### src/rtl/dpram_port_arbiter.sv
// Round-robin arbiter sharing one port of a 4096 x 8 dual-port RAM between
// two requesters. Each transaction: grant in IDLE, one ACCESS cycle where the
// RAM samples the port, one CAPTURE cycle for read data, then a one-cycle ack.
module dpram_port_arbiter #(
    parameter int ADDR_W = 12,
    parameter int DATA_W = 8
) (
    input  logic              clk,
    input  logic              reset_n,
    input  logic              p0_req,
    input  logic              p0_we,
    input  logic [ADDR_W-1:0] p0_addr,
    input  logic [DATA_W-1:0] p0_wdata,
    output logic              p0_ack,
    output logic [DATA_W-1:0] p0_rdata,
    input  logic              p1_req,
    input  logic              p1_we,
    input  logic [ADDR_W-1:0] p1_addr,
    input  logic [DATA_W-1:0] p1_wdata,
    output logic              p1_ack,
    output logic [DATA_W-1:0] p1_rdata,
    output logic [ADDR_W-1:0] ram_addr,
    output logic              ram_wena,
    output logic [DATA_W-1:0] ram_wdata,
    input  logic [DATA_W-1:0] ram_rdata,
    output logic              busy,
    output logic              gnt_id
);

    typedef enum logic [1:0] {
        IDLE    = 2'd0,
        ACCESS  = 2'd1,
        CAPTURE = 2'd2
    } state_t;

    state_t            state_q, state_d;
    logic              last_q, last_d;
    logic              gnt_id_q, gnt_id_d;
    logic              we_q, we_d;
    logic              busy_q, busy_d;
    logic              ram_wena_q, ram_wena_d;
    logic [ADDR_W-1:0] ram_addr_q, ram_addr_d;
    logic [DATA_W-1:0] ram_wdata_q, ram_wdata_d;
    logic              p0_ack_q, p0_ack_d;
    logic              p1_ack_q, p1_ack_d;
    logic [DATA_W-1:0] p0_rdata_q, p0_rdata_d;
    logic [DATA_W-1:0] p1_rdata_q, p1_rdata_d;

    // A requester being acked this cycle is ignored so a held req is not
    // mistaken for a fresh transaction.
    logic m0, m1, grant, winner;
    assign m0     = p0_req & ~p0_ack_q;
    assign m1     = p1_req & ~p1_ack_q;
    assign grant  = (state_q == IDLE) && (m0 || m1);
    assign winner = (m0 && m1) ? ~last_q : m1;

    // State register
    always_ff @(posedge clk or negedge reset_n) begin
        if (!reset_n) begin
            state_q <= IDLE;
        end else begin
            state_q <= state_d;
        end
    end

    // Next-state logic: IDLE -> ACCESS -> CAPTURE -> IDLE
    always_comb begin
        state_d = state_q;
        case (state_q)
            IDLE:    if (grant) state_d = ACCESS;
            ACCESS:  state_d = CAPTURE;
            CAPTURE: state_d = IDLE;
            default: state_d = IDLE;
        endcase
    end

    // Output logic: latch the winner at grant, pulse ack and capture read data
    always_comb begin
        last_d      = last_q;
        gnt_id_d    = gnt_id_q;
        we_d        = we_q;
        busy_d      = 1'b0;
        ram_wena_d  = 1'b0;
        ram_addr_d  = ram_addr_q;
        ram_wdata_d = ram_wdata_q;
        p0_ack_d    = 1'b0;
        p1_ack_d    = 1'b0;
        p0_rdata_d  = p0_rdata_q;
        p1_rdata_d  = p1_rdata_q;
        case (state_q)
            IDLE: begin
                if (grant) begin
                    busy_d   = 1'b1;
                    last_d   = winner;
                    gnt_id_d = winner;
                    if (winner) begin
                        we_d        = p1_we;
                        ram_wena_d  = p1_we;
                        ram_addr_d  = p1_addr;
                        ram_wdata_d = p1_wdata;
                    end else begin
                        we_d        = p0_we;
                        ram_wena_d  = p0_we;
                        ram_addr_d  = p0_addr;
                        ram_wdata_d = p0_wdata;
                    end
                end
            end
            ACCESS: begin
                busy_d = 1'b1;
            end
            CAPTURE: begin
                if (gnt_id_q) begin
                    p1_ack_d = 1'b1;
                    if (!we_q) p1_rdata_d = ram_rdata;
                end else begin
                    p0_ack_d = 1'b1;
                    if (!we_q) p0_rdata_d = ram_rdata;
                end
            end
            default: ;
        endcase
    end

    // Registered outputs and latched transaction; last resets to 1 so
    // requester 0 wins the first tie.
    always_ff @(posedge clk or negedge reset_n) begin
        if (!reset_n) begin
            last_q      <= 1'b1;
            gnt_id_q    <= 1'b0;
            we_q        <= 1'b0;
            busy_q      <= 1'b0;
            ram_wena_q  <= 1'b0;
            ram_addr_q  <= '0;
            ram_wdata_q <= '0;
            p0_ack_q    <= 1'b0;
            p1_ack_q    <= 1'b0;
            p0_rdata_q  <= '0;
            p1_rdata_q  <= '0;
        end else begin
            last_q      <= last_d;
            gnt_id_q    <= gnt_id_d;
            we_q        <= we_d;
            busy_q      <= busy_d;
            ram_wena_q  <= ram_wena_d;
            ram_addr_q  <= ram_addr_d;
            ram_wdata_q <= ram_wdata_d;
            p0_ack_q    <= p0_ack_d;
            p1_ack_q    <= p1_ack_d;
            p0_rdata_q  <= p0_rdata_d;
            p1_rdata_q  <= p1_rdata_d;
        end
    end

    assign p0_ack    = p0_ack_q;
    assign p1_ack    = p1_ack_q;
    assign p0_rdata  = p0_rdata_q;
    assign p1_rdata  = p1_rdata_q;
    assign ram_addr  = ram_addr_q;
    assign ram_wena  = ram_wena_q;
    assign ram_wdata = ram_wdata_q;
    assign busy      = busy_q;
    assign gnt_id    = gnt_id_q;

endmodule

### config.mk
export PLATFORM = sky130hd
export DESIGN_NAME = dpram_port_arbiter
export DESIGN_NICKNAME = d
export VERILOG_FILES = /design/src/rtl/dpram_port_arbiter.sv
export SDC_FILE = /design/constraint.sdc
export NUM_CORES = 1
export LEC_CHECK = 0
export CAP_MARGIN = 10
export CORE_MARGIN = 4
export CORE_UTILIZATION = 55
export CTS_BUF_LIST = sky130_fd_sc_hd__clkbuf_2 sky130_fd_sc_hd__clkbuf_4 sky130_fd_sc_hd__clkbuf_8
export CTS_CLUSTER_DIAMETER = 50
export CTS_CLUSTER_SIZE = 28
export DETAILED_ROUTE_END_ITERATION = 8
export DONT_BUFFER_PORTS = 1
export PLACE_DENSITY = 0.75
export SLEW_MARGIN = 20
export SYNTH_ARGS = -nofsm -noshare
export SYNTH_HDL_FRONTEND = slang
export SYNTH_SLANG_ARGS = --single-unit
### constraint.sdc
create_clock -name clk -period 1.7 [get_ports clk]
set_input_delay 0.17 -clock clk [delete_from_list [all_inputs] [get_ports clk]]
set_output_delay 0.17 -clock clk [all_outputs]
set_load 0.01 [all_outputs]
==> impl_metrics.json <==
{
  "min_to": "busy$_DFF_PN0_",
  "worstSetupPathType": "flop to flop",
  "drc": 0,
  "worst_pin_slew_ns": 0.359,
  "cts_tree": "yes",
  "fp.dieArea_mm2": 0.00445,
  "synth_top_cell_area_share": 0.581,
  "hold_class": "primary input to flop",
  "synth_edf_count": 0,
  "synth_area_leader_cell": "dfrtp_1",
  "rsz0062_at_grt": "no",
  "hold_path_depth": 4,
  "power.internal_mw": 2.48,
  "ys.flop_type": "dfrtp_1",
  "grt_pass1_vias": 1704,
  "slew_headroom": 0.760,
  "htree_levels": 2,
  "ant_nets": 0,
  "nFillCells": 205,
  "crit_path_start_kind": "flop",
  "cp.arrival_ns": 1.81,
  "antenna_found_initial": 0,
  "clock_latency_ns": 0.37,
  "placed_cell_area_mm2": 0.00193,
  "setup_viol": 0,
  "antennaDiodeCount": 0,
  "yosysWarnings": 0,
  "p_sw_mw": 1.77,
  "synth_area_mm2": 0.00190,
  "io_pins": 95,
  "vdd_drop_max_mv": 1.08,
  "clockRootBuffer": "clkbuf_4",
  "detail_route.wl_per_cell_um": 20.3,
  "via_per_inst": 5.79,
  "p_sw_frac": 0.417,
  "drive_above_1_share": 0.149,
  "rrSetupSlack_ns": 0.16,
  "crit_path_end_kind": "flop",
  "finalNetCount": 281,
  "crit_path_start": "gnt_id$_DFFE_PN0P_",
  "grt_max_degree": 46,
  "finClkSkew_ns": 0.0148,
  "dr.pass1.iters": 4,
  "finalCritPeriodShare": 0.907,
  "synth.avg_cell_area_um2": 10.9,
  "grt_pass1_wl_um": 8710,
  "clk_pin_slew_ns": 0.14,
  "timing.rr.start": "gnt_id$_DFFE_PN0P_",
  "slowest_delay_ns": 0.48,
  "grt.total_usage": 0.275,
  "grt_overflow_total": 0,
  "cts_sinks": 45,
  "min-delay-start": "p0_req",
  "fmax_mhz": 649,
  "hold_slack_ns": 0.114,
  "synthArstFlopShare": 1.00,
  "finalHoldViolations": 0,
  "reg2reg_to": "p0_rdata[7]$_DFFE_PN0P_",
  "core_area_mm2": 0.00334,
  "wirelength_um": 5560,
  "die_h_um": 66.7,
  "areaGrowthSynthToFinish_pct": 33.3,
  "vias": 1587,
  "power.leakage_nw": 1.11,
  "synth_area_leaders": "dfrtp_1, nand2_1, a31oi_1",
  "critical_path_required_ns": 1.97,
  "combPwrFrac": 0.337,
  "synth-seq-area-share": 0.595,
  "share_clk_of_total_power": 0.128,
  "initial_core_util": 0.568,
  "synthDistinctLibCells": 21,
  "syn_inst": 174,
  "p_per_area_mw_per_mm2": 1680,
  "row_count": 21,
  "drtIter0Drc": 147,
  "cts_buffer_depth": 2,
  "setup_tns_ns": 0,
  "numCtsBuffers": 5,
  "report.final.slew_viol_count": 0,
  "portBuffers": 0,
  "fin_util": 0.757,
  "cp_slowest_cell": "dfrtp_1",
  "syn_nets": 228,
  "min_period_ns": 1.54,
  "gp_congestion": 0.706,
  "maxCapViolCount": 0,
  "ys_top_cells_by_count": "dfrtp_1, nand2_1, nor2_1",
  "ys_ff_latch": 45,
  "power_mw": 4.25,
  "reg2reg_depth": 4,
  "final_area_mm2": 0.00253,
  "dpl.hpwl_um": 2810,
  "die_w_um": 66.7,
  "worstPathCellList": "nor3b_2 -> nor2b_1 -> buf_4 -> mux2_2",
  "crit_fanout": 8,
  "status": "complete, no violations",
  "pwr-share-seq": 0.535
}
[area by class of cell]
cell class / instances / area [um2] / share of cell area
well taps: 46 / 57.6 / 0.0228
repair buffers: 56 / 573 / 0.227
clock buffers: 5 / 37.5 / 0.0149
multi-input cells: 118 / 702 / 0.278
clock inverters: 3 / 25.0 / 0.00991
flip-flops and latches: 45 / 1130 / 0.446
inverters: 1 / 3.75 / 0.00149
[logic make-up (layout without fill, tap and decap cells)]
kind of cell	Yosys count	in the layout	synth area share
flip-flops	45	45	0.595
buffers and inverters	11	65	0.0350
multiplexers	16	16	0.111
AND/OR/NAND/NOR	78	78	0.178
AO/OA/AOI/OAI	24	24	0.0812
[stage by stage]
stage | setup slack, ns | instances
after floorplan | 0.375 | 174
after global placement | 0.284 | 214
after detailed placement | 0.233 | 214
after CTS | 0.212 | 274
after global routing | 0.0850 | 274
final | 0.158 | 274
[state kept, by name (all words and copies together), names as in the netlist, 2 cells and up]
name,flops
state_q,2
ram_wdata,8
ram_addr,12
p1_rdata,8
p0_rdata,8
[critical path: cells and delay by family (launching register included)]
family                 cells  cell delay, ns
buffers and inverters      1            0.19
AND/OR/NAND/NOR            2            0.42
flip-flops                 1            0.48
multiplexers               1            0.36
[cells in the final DEF, fill, tap and decap left out]
cell	synthesis	layout
nand2b_1	3	3
and3b_1	1	1
dlygate4sd3_1	0	51
a22o_1	2	2
mux2_4	8	8
nand2_1	44	44
clkbuf_4	0	5
clkinvlp_4	0	1
nor3b_2	1	1
buf_4	3	3
nor2b_1	2	2
inv_6	0	2
buf_12	0	2
mux2_2	8	8
nor2b_4	1	1
nor2b_2	1	1
nand3b_1	1	1
a31oi_1	21	21
nor2_1	24	24
dfrtp_1	44	44
a21oi_1	1	1
dfstp_2	1	1
inv_2	1	1
[how the worst max path moves through the flow]
stage	end	cells past startpoint
2_1_floorplan	p0_rdata[0]$_DFFE_PN0P_	4
3_3_place_gp	p1_rdata[6]$_DFFE_PN0P_	3
3_5_place_dp	p0_rdata[5]$_DFFE_PN0P_	4
4_1_cts	ram_wdata[4]$_DFFE_PN0P_	7
5_1_grt	ram_addr[4]$_DFFE_PN0P_	7
6_report	p0_rdata[7]$_DFFE_PN0P_	4
[power by group through the flow]
stage / Clock (mW) / Combinational [mW] / Sequential (mW)
after global routing: 0.601 / 1.57 / 2.33
after CTS: 0.563 / 1.35 / 2.25
after floorplan: 0 / 1.05 / 2.13
final: 0.545 / 1.43 / 2.27
after global placement: 0 / 1.16 / 2.25
after detailed placement: 0 / 1.23 / 2.27
[per-layer routing]
| metal | part of all wire | wire length, um | GRT usage | vias to the layer above |
|---|---|---|---|---|
| met2 | 0.53 | 2960 | 0.491 | 93 |
| met5 | 0 | 0 | 0 | - |
| met3 | 0.080 | 447 | 0.0877 | 21 |
| met1 | 0.35 | 1970 | 0.297 | 783 |
| met4 | 0.032 | 180 | 0.112 | 0 |
| li1 | - | - | - | 690 |
[repair_timing]
item / CTS / global route
endpoints found under the hold margin: 83 / 0
gates resized for setup: 0 / 0
hold buffers: 52 / 0
setup buffers: 0 / 0
Note: power is estimated with default switching activity, not from simulation.
